[src/rtl/goertzel_reg_bank.sv]
// goertzel_reg_bank: AXI4-Lite register bank with VERSION, SCRATCH, N_RW control and N_RO status words.
// The read and write channels are independent FSMs, and every handshake output comes straight from a flop.
package goertzel_reg_bank_pkg;
    typedef struct packed {
        logic [31:0] awaddr;
        logic        awvalid;
        logic [31:0] wdata;
        logic [3:0]  wstrb;
        logic        wvalid;
        logic        bready;
        logic [31:0] araddr;
        logic        arvalid;
        logic        rready;
    } axi_lite_mosi;

    typedef struct packed {
        logic        awready;
        logic        wready;
        logic [1:0]  bresp;
        logic        bvalid;
        logic        arready;
        logic [31:0] rdata;
        logic [1:0]  rresp;
        logic        rvalid;
    } axi_lite_miso;

    localparam logic [1:0] RESP_OKAY   = 2'b00;
    localparam logic [1:0] RESP_DECERR = 2'b11;
endpackage

module goertzel_reg_bank
    import goertzel_reg_bank_pkg::*;
#(
    parameter int unsigned N_RW        = 4,
    parameter int unsigned N_RO        = 2,
    parameter logic [31:0] VERSION     = 32'h2904_2023,
    parameter logic [31:0] SCRATCH_RST = 32'hF0F0_F0F0,
    parameter logic [31:0] RW_RST      = 32'h0,
    localparam int unsigned N_RO_W     = (N_RO > 0) ? N_RO : 1
) (
    input  logic                     clk,
    input  logic                     rstn,
    input  axi_lite_mosi             axio_i,
    output axi_lite_miso             axii_o,
    output logic [N_RW*32-1:0]       rw_regs_o,
    output logic [N_RW-1:0]          wr_pulse_o,
    input  logic [N_RO_W*32-1:0]     ro_regs_i
);

    typedef enum logic       {R_IDLE, R_DATA}         r_state_e;
    typedef enum logic [1:0] {W_ADDR, W_DATA, W_RESP} w_state_e;

    r_state_e    r_state_q, r_state_d;
    w_state_e    w_state_q, w_state_d;
    logic [31:0] rdata_q, rdata_d;
    logic [1:0]  rresp_q, rresp_d;
    logic [1:0]  bresp_q, bresp_d;
    logic [29:0] aw_word_q, aw_word_d;
    logic [31:0] scratch_q, scratch_d;
    logic [31:0] rw_q [N_RW];
    logic [31:0] rw_d [N_RW];
    logic [N_RW-1:0] wr_pulse_q, wr_pulse_d;

    logic [29:0] ar_word;
    logic        unused_inputs;

    // Byte lanes of address are don't-care; the status bus is idle when N_RO is zero.
    assign ar_word       = axio_i.araddr[31:2];
    assign unused_inputs = ^{axio_i.araddr[1:0], axio_i.awaddr[1:0], ro_regs_i};

    function automatic logic [31:0] apply_strb(input logic [31:0] old_v, input logic [31:0] new_v,
                                               input logic [3:0] strb);
        logic [31:0] res;
        for (int b = 0; b < 4; b++) begin
            res[8*b +: 8] = strb[b] ? new_v[8*b +: 8] : old_v[8*b +: 8];
        end
        return res;
    endfunction

    always_comb begin
        // NOTE: every _d takes its _q value first, so no path through this block can infer a latch.
        r_state_d = r_state_q;
        rdata_d   = rdata_q;
        rresp_d   = rresp_q;
        unique case (r_state_q)
            R_IDLE: begin
                if (axio_i.arvalid) begin
                    r_state_d = R_DATA;
                    rdata_d   = '0;
                    rresp_d   = RESP_DECERR;
                    if (ar_word == 30'd0) begin
                        rdata_d = VERSION;
                        rresp_d = RESP_OKAY;
                    end else if (ar_word == 30'd1) begin
                        rdata_d = scratch_q;
                        rresp_d = RESP_OKAY;
                    end
                    for (int i = 0; i < N_RW; i++) begin
                        if (ar_word == 30'(2 + i)) begin
                            rdata_d = rw_q[i];
                            rresp_d = RESP_OKAY;
                        end
                    end
                    for (int j = 0; j < N_RO; j++) begin
                        if (ar_word == 30'(2 + N_RW + j)) begin
                            rdata_d = ro_regs_i[32*j +: 32];
                            rresp_d = RESP_OKAY;
                        end
                    end
                end
            end
            R_DATA: if (axio_i.rready) r_state_d = R_IDLE;
            default: r_state_d = R_IDLE;
        endcase
    end

    always_comb begin
        w_state_d  = w_state_q;
        aw_word_d  = aw_word_q;
        bresp_d    = bresp_q;
        scratch_d  = scratch_q;
        rw_d       = rw_q;
        wr_pulse_d = '0;
        unique case (w_state_q)
            W_ADDR: begin
                if (axio_i.awvalid) begin
                    aw_word_d = axio_i.awaddr[31:2];
                    w_state_d = W_DATA;
                end
            end
            W_DATA: begin
                if (axio_i.wvalid) begin
                    w_state_d = W_RESP;
                    bresp_d   = RESP_DECERR;
                    if (aw_word_q == 30'd1) begin
                        scratch_d = apply_strb(scratch_q, axio_i.wdata, axio_i.wstrb);
                        bresp_d   = RESP_OKAY;
                    end
                    for (int i = 0; i < N_RW; i++) begin
                        if (aw_word_q == 30'(2 + i)) begin
                            rw_d[i]       = apply_strb(rw_q[i], axio_i.wdata, axio_i.wstrb);
                            wr_pulse_d[i] = 1'b1;
                            bresp_d       = RESP_OKAY;
                        end
                    end
                end
            end
            W_RESP: if (axio_i.bready) w_state_d = W_ADDR;
            default: w_state_d = W_ADDR;
        endcase
    end

    // NOTE: all state uses <=, so a read decoded on the same edge as a write sees the pre-write value.
    always_ff @(posedge clk or negedge rstn) begin
        if (!rstn) begin
            r_state_q  <= R_IDLE;
            w_state_q  <= W_ADDR;
            rdata_q    <= '0;
            rresp_q    <= RESP_OKAY;
            bresp_q    <= RESP_OKAY;
            aw_word_q  <= '0;
            scratch_q  <= SCRATCH_RST;
            // NOTE: these are software-visible control flops, not RAM, so every entry is reset.
            rw_q       <= '{default: RW_RST};
            wr_pulse_q <= '0;
        end else begin
            r_state_q  <= r_state_d;
            w_state_q  <= w_state_d;
            rdata_q    <= rdata_d;
            rresp_q    <= rresp_d;
            bresp_q    <= bresp_d;
            aw_word_q  <= aw_word_d;
            scratch_q  <= scratch_d;
            rw_q       <= rw_d;
            wr_pulse_q <= wr_pulse_d;
        end
    end

    always_comb begin
        axii_o         = '0;
        axii_o.arready = (r_state_q == R_IDLE);
        axii_o.rvalid  = (r_state_q == R_DATA);
        axii_o.rdata   = rdata_q;
        axii_o.rresp   = rresp_q;
        axii_o.awready = (w_state_q == W_ADDR);
        axii_o.wready  = (w_state_q == W_DATA);
        axii_o.bvalid  = (w_state_q == W_RESP);
        axii_o.bresp   = bresp_q;
    end

    always_comb begin
        rw_regs_o = '0;
        for (int i = 0; i < N_RW; i++) begin
            rw_regs_o[32*i +: 32] = rw_q[i];
        end
    end

    assign wr_pulse_o = wr_pulse_q;

endmodule

[config.mk]
export PLATFORM = sky130hd
export DESIGN_NAME = goertzel_reg_bank
export DESIGN_NICKNAME = d
export VERILOG_FILES = /design/src/rtl/goertzel_reg_bank.sv
export SDC_FILE = /design/constraint.sdc
export NUM_CORES = 1
export LEC_CHECK = 0
export CAP_MARGIN = 20
export CORE_MARGIN = 5
export CORE_UTILIZATION = 43
export CTS_CLUSTER_SIZE = 28
export DETAILED_ROUTE_END_ITERATION = 7
export PLACE_DENSITY_LB_ADDON = 0.2
export SLEW_MARGIN = 10
export SYNTH_ARGS = -nofsm -noshare
export SYNTH_HDL_FRONTEND = slang
export SYNTH_SLANG_ARGS = --single-unit
[constraint.sdc]
create_clock -name clk -period 1.91 [get_ports clk]
set_input_delay 0.382 -clock clk [delete_from_list [all_inputs] [get_ports clk]]
set_output_delay 0.382 -clock clk [all_outputs]
set_load 0.02 [all_outputs]
== Yosys cells after proc, flatten, opt, wreduce, memory -nomap -nowiden ==
Cells that the tools add are included.

* Bits in registers: 233
* Bits of input ports: 171
* Logic and storage cells: 105
* Output and inout port bits: 173

* Bitwise logic cells: 1
* Multiplexer cells: 34
* Equality and inequality tests: 17
* Reductions and logical operators: 26

{| class="wikitable"
|+ Operators with widths
! cell !! count
|-
| $mux 32 || 8
|-
| $eq 30x3->1 const B || 6
|-
| $eq 30x2->1 const B || 4
|-
| $reduce_and 4->1 || 20
|-
| $eq 30x1->1 const B || 2
|-
| $mux 2 || 16
|-
| $logic_not 30->1 || 1
|-
| $mux 4 || 2
|-
| $mux 1 || 6
|-
| $ne 2x2->1 const B || 3
|-
| $pmux 2 s3 || 1
|-
| $reduce_and 2->1 || 3
|-
| $reduce_and 3->1 || 1
|-
| $eq 2x1->1 const B || 1
|-
| $eq 2x2->1 const B || 1
|-
| $logic_not 2->1 || 1
|-
| $pmux 1 s2 || 1
|-
| $not 1->1 || 1
|}

== Longest topological paths before layout ==
* Depth in word-level cells: 9
* Depth in mapped cells: 8
* Mapped depth without buffers: 5

== Worst setup path after synthesis ==
No wires, ideal clock.

* Path kind: register to register
* Start point: register aw_word_q[7]
* End point: register rw_q (netlist bit rw_regs_o[12])
* Library setup time: 0.125 ns
* Period minus slack after synthesis: 2.067 ns
* Required time: 1.785 ns
* Stages on the path, launching flop included: 7
* Slack: -0.157 ns
* Arrival: 1.942 ns
* Buffers on the path: 1
* Cells stage by stage: dfrtp_1 -> nor4_1 -> nand4_1 -> nand4b_4 -> buf_6 -> nor3_4 -> mux2_4

* Longest elaborated chain between the ends: 2

{| class="wikitable"
|+ RTL lines
! what !! RTL line !! source
|-
| start: declaration || 58 || <nowiki>logic [29:0] aw_word_q, aw_word_d;</nowiki>
|-
| start signal: assignment || 172 || <nowiki>aw_word_q <= aw_word_d;</nowiki>
|-
| $eq 30x2->1 || 140 || <nowiki>if (aw_word_q == 30'(2 + i)) begin</nowiki>
|-
| $reduce_and 4->1 (no source line) || -- ||
|-
| end signal: assignment || 174 || <nowiki>rw_q <= rw_d;</nowiki>
|-
| end: declaration || 60 || <nowiki>logic [31:0] rw_q [N_RW];</nowiki>
|}

Every way passes these cells.
A chain may end at the register's enable or synchronous reset.

== Worst setup path in the final report ==
* Start point: register aw_word_q[7]
* End point: register rw_q (netlist bit rw_regs_o[42])

Same word-level chain as after synthesis.

==> metrics.cfg <==
[sta]
worstMarginPinSlew_ns = 0.763
fmax_mhz = 470
period_needed_ns = 2.13
tns_ns = -26.30
slew_headroom_pct = 48.9
hold_viol_final = 0
finalSetupViolations = 160
fin_ws_ns = -0.219
rsz0062_at_grt = true
period_share_pct = 111
finClkSkew_ns = 0.0150
finalMaxSlewViolations = 0

[setup_path]
slowest_stage = dfrtp_1
critical_path_class = reg2reg
cp_slowest_stage_delay_ns = 0.39
endpoint_kind = flip-flop
path_max_fanout = 14
required_ns = 2.31
cp_cell_sequence = nor4_2 -> nand4_1 -> nand4b_4 -> buf_12 -> nor3_4 -> buf_12 -> mux2_2
path_common_cell = buf_12
start_kind = flip-flop
worstPathArrival_ns = 2.53

[global_route]
grt_pass1_wl_mm = 59.1
grt.busiest_layer = met2
met3_usage_pct = 5.71
grt_pass1_vias = 10000
grt-ovfl-total = 0
grt_use_met1_pct = 35.5
grt_use_total_pct = 26.2
grt_use_met2_pct = 42.5
grt_max_degree = 59
antenna_found_initial = 5

[run_status]
violations = negative setup slack
status = finished with violations

[drt]
dr.pass1.iters = 5
routed_via_density = 5.67
drtIter0Drc = 565
drtAntennaViolNets = 0
drc = 0
drt_wl_total_mm = 39.4
vias = 9562
drt-wirelength-per-cell_um = 23.3

[placement]
routabilityCongestion = 0.876
dpl-instance-area_um2 = 15800
dp_cells = 1629
post-place-ws_ns = -0.568
io_buffers = 339
dp_hpwl_mm = 28.9

[power]
combPwrFrac_pct = 17.0
p_seq_share_pct = 44.3
power_w = 0.0125
swShare_pct = 27.3
power_leakage_nw = 8.42
p_int_w = 0.00912
ir_drop_mv = 0.637
clkPwrFrac_pct = 38.8
p_sw_w = 0.00342
power.density_nw_per_um2 = 742

[final_layout]
drive_gt1_share_pct = 31.1
fillCellCount = 2033
final_cells = 1686
final_cell_area_um2 = 16900
area_growth_pct = 52.6
nNetsFinal = 1502

[clock_network]
cts.sinks = 231
htree_levels = 1
insertion_delay_ns = 0.53
root_buffer = clkbuf_16
clkTransAtPathRegs_ns = 0.06
cts_buffers = 26
clk_path_buf_depth = 3
cts_tree = yes

[floorplanning]
dieArea_um2 = 29100
die_h_um = 170
ioPinCount = 344
core_um2 = 25300
start_util_pct = 43.8
die_w_um = 170
row_count = 58

[synth]
synthCells = 921
yosys.area.top_type_share_pct = 48.6
synth_flop_cell = dfrtp_1
async_flop_share_pct = 100
yosysMostFrequentCell = dfrtp_1
synth_commonest_cells = 215 x dfrtp_1, 188 x mux2_2, 74 x o21ai_0, 53 x a21oi_1
ys.warnings.count = 0
ys_seq_elements = 231
syn-cell-area_um2 = 11100
synth_area_leaders = dfrtp_1 49%, mux2_2 19%, dfstp_2 3.8%
synth_edf_count = 0
synth_area_leader_cell = dfrtp_1
synth_cell_types = 54
seq_area_frac_synth_pct = 52.4
synth_nets = 1092
syn_avg_cell_area_um2 = 12.0

[min_path]
hold_class = in2async

[run]
max_cap_viol_count = 0

==> kinds of logic after synthesis <==
group / after synthesis / share of synthesized area, %
compound gates: 208 / 11.6
buf+inv: 79 / 2.92
flops: 231 / 52.4
mux: 221 / 22.8
simple gates: 182 / 10.2
==> state kept, by name, summed over array words and instances, names as in the netlist <==
signal / cells
wr_pulse_o: 4
rdata_q: 32
rresp_q: 1
aw_word_q: 30
bresp_q: 1
w_state_q: 2
scratch_q: 32
rw_regs_o: 128
r_state_q: 1
==> worst paths after layout <==
path / slack, ns / end / depth (start not counted) / startpoint
worst max register to register: -0.22 / rw_regs_o[42]$_DFFE_PN0P_ / 7 / aw_word_q[7]$_DFFE_PN0P_
worst min register to register: 0.49 / rdata_q[17]$_DFFE_PN0P_ / 2 / rdata_q[17]$_DFFE_PN0P_
worst min-delay path: 0.31 / aw_word_q[25]$_DFFE_PN0P_ / 2 / rstn
min in group clk: 0.39 / rdata_q[16]$_DFFE_PN0P_ / 5 / axio_i[4]
worst max-delay path: -0.22 / rw_regs_o[42]$_DFFE_PN0P_ / 7 / aw_word_q[7]$_DFFE_PN0P_
max in group asynchronous: 0.94 / scratch_q[13]$_DFFE_PN1P_ / 3 / rstn
==> final cells by class <==
class	count	area (µm²)	share of cell area, %
antenna	5	12.5	0.0741
tap	330	413	2.44
timing repair buffer	442	4450	26.4
clock inverter	5	61.3	0.363
sequential	231	5800	34.3
inverter	19	71.3	0.422
multi-input combinational	611	5310	31.5
clock buffer	43	764	4.53
==> timing repair <==
action                     CTS  global route
setup endpoints to repair  311           206
hold endpoints to repair    28             0
hold buffers                 1             0
resized for setup          181            82
setup buffers                2             1
cloned                       0             1
pin swaps                    1            11
==> per-stage QoR <==
| step | utilization (%) | hold WS, ns |
|---|---|---|
| 6_report | 66.9 | 0.306 |
| 2_1_floorplan | - | 0.0864 |
| 3_5_place_dp | 62.5 | 0.273 |
| 3_3_place_gp | 62.5 | 0.275 |
| 5_1_grt | 66.9 | 0.336 |
| 4_1_cts | 65.6 | 0.302 |
==> worst max-delay path: cells and delay by family, from the launching register on <==
| family | cells | cell delay [ns] |
|---|---|---|
| and+or+nand+nor | 4 | 0.93 |
| buffers and inverters | 2 | 0.36 |
| muxes | 1 | 0.33 |
| DFF | 1 | 0.39 |
==> metal layers <==
| layer | share of wire [%] | up-vias |
|---|---|---|
| li1 | - | 4258 |
| met1 | 42 | 4825 |
| met2 | 47 | 402 |
| met3 | 7.5 | 77 |
| met4 | 3.0 | 0 |
| met5 | 0 | - |
==> cells in the final DEF (no fill, tap or decap), drive strengths merged, types with 2 or more instances in the layout <==
cell and instances:
o221a 5, clkdlybuf4s50 170, nand2 39, nand4b 2, nor3 24, or2 2, dfrtp 215, a221o 6
nand2b 11, a31oi 4, a21oi 53, clkbuf 46, o21ai 74, nor2b 16, o221ai 2, diode 5
nor2 46, mux2i 16, a211oi 2, o2111ai 2, inv 19, dlymetal6s2s 17, nand4 15, dlygate4sd2 144
clkinv 4, nand3 5, a222oi 2, a22oi 12, mux2 205, buf 107, o22ai 13, a22o 5
nor4 14, and2 2, a32oi 9, o31ai 14, dfstp 16
==> power by group through the flow <==
stage | sequential (W) | combinational [W] | clock [W]
final | 0.00555 | 0.00213 | 0.00486
after global routing | 0.00560 | 0.00228 | 0.00518
after floorplan | 0.00553 | 0.00107 | 0
after detailed placement | 0.00560 | 0.00208 | 0
after CTS | 0.00553 | 0.00208 | 0.00496
after global placement | 0.00559 | 0.00205 | 0
Power figures use the tool's default switching activity.
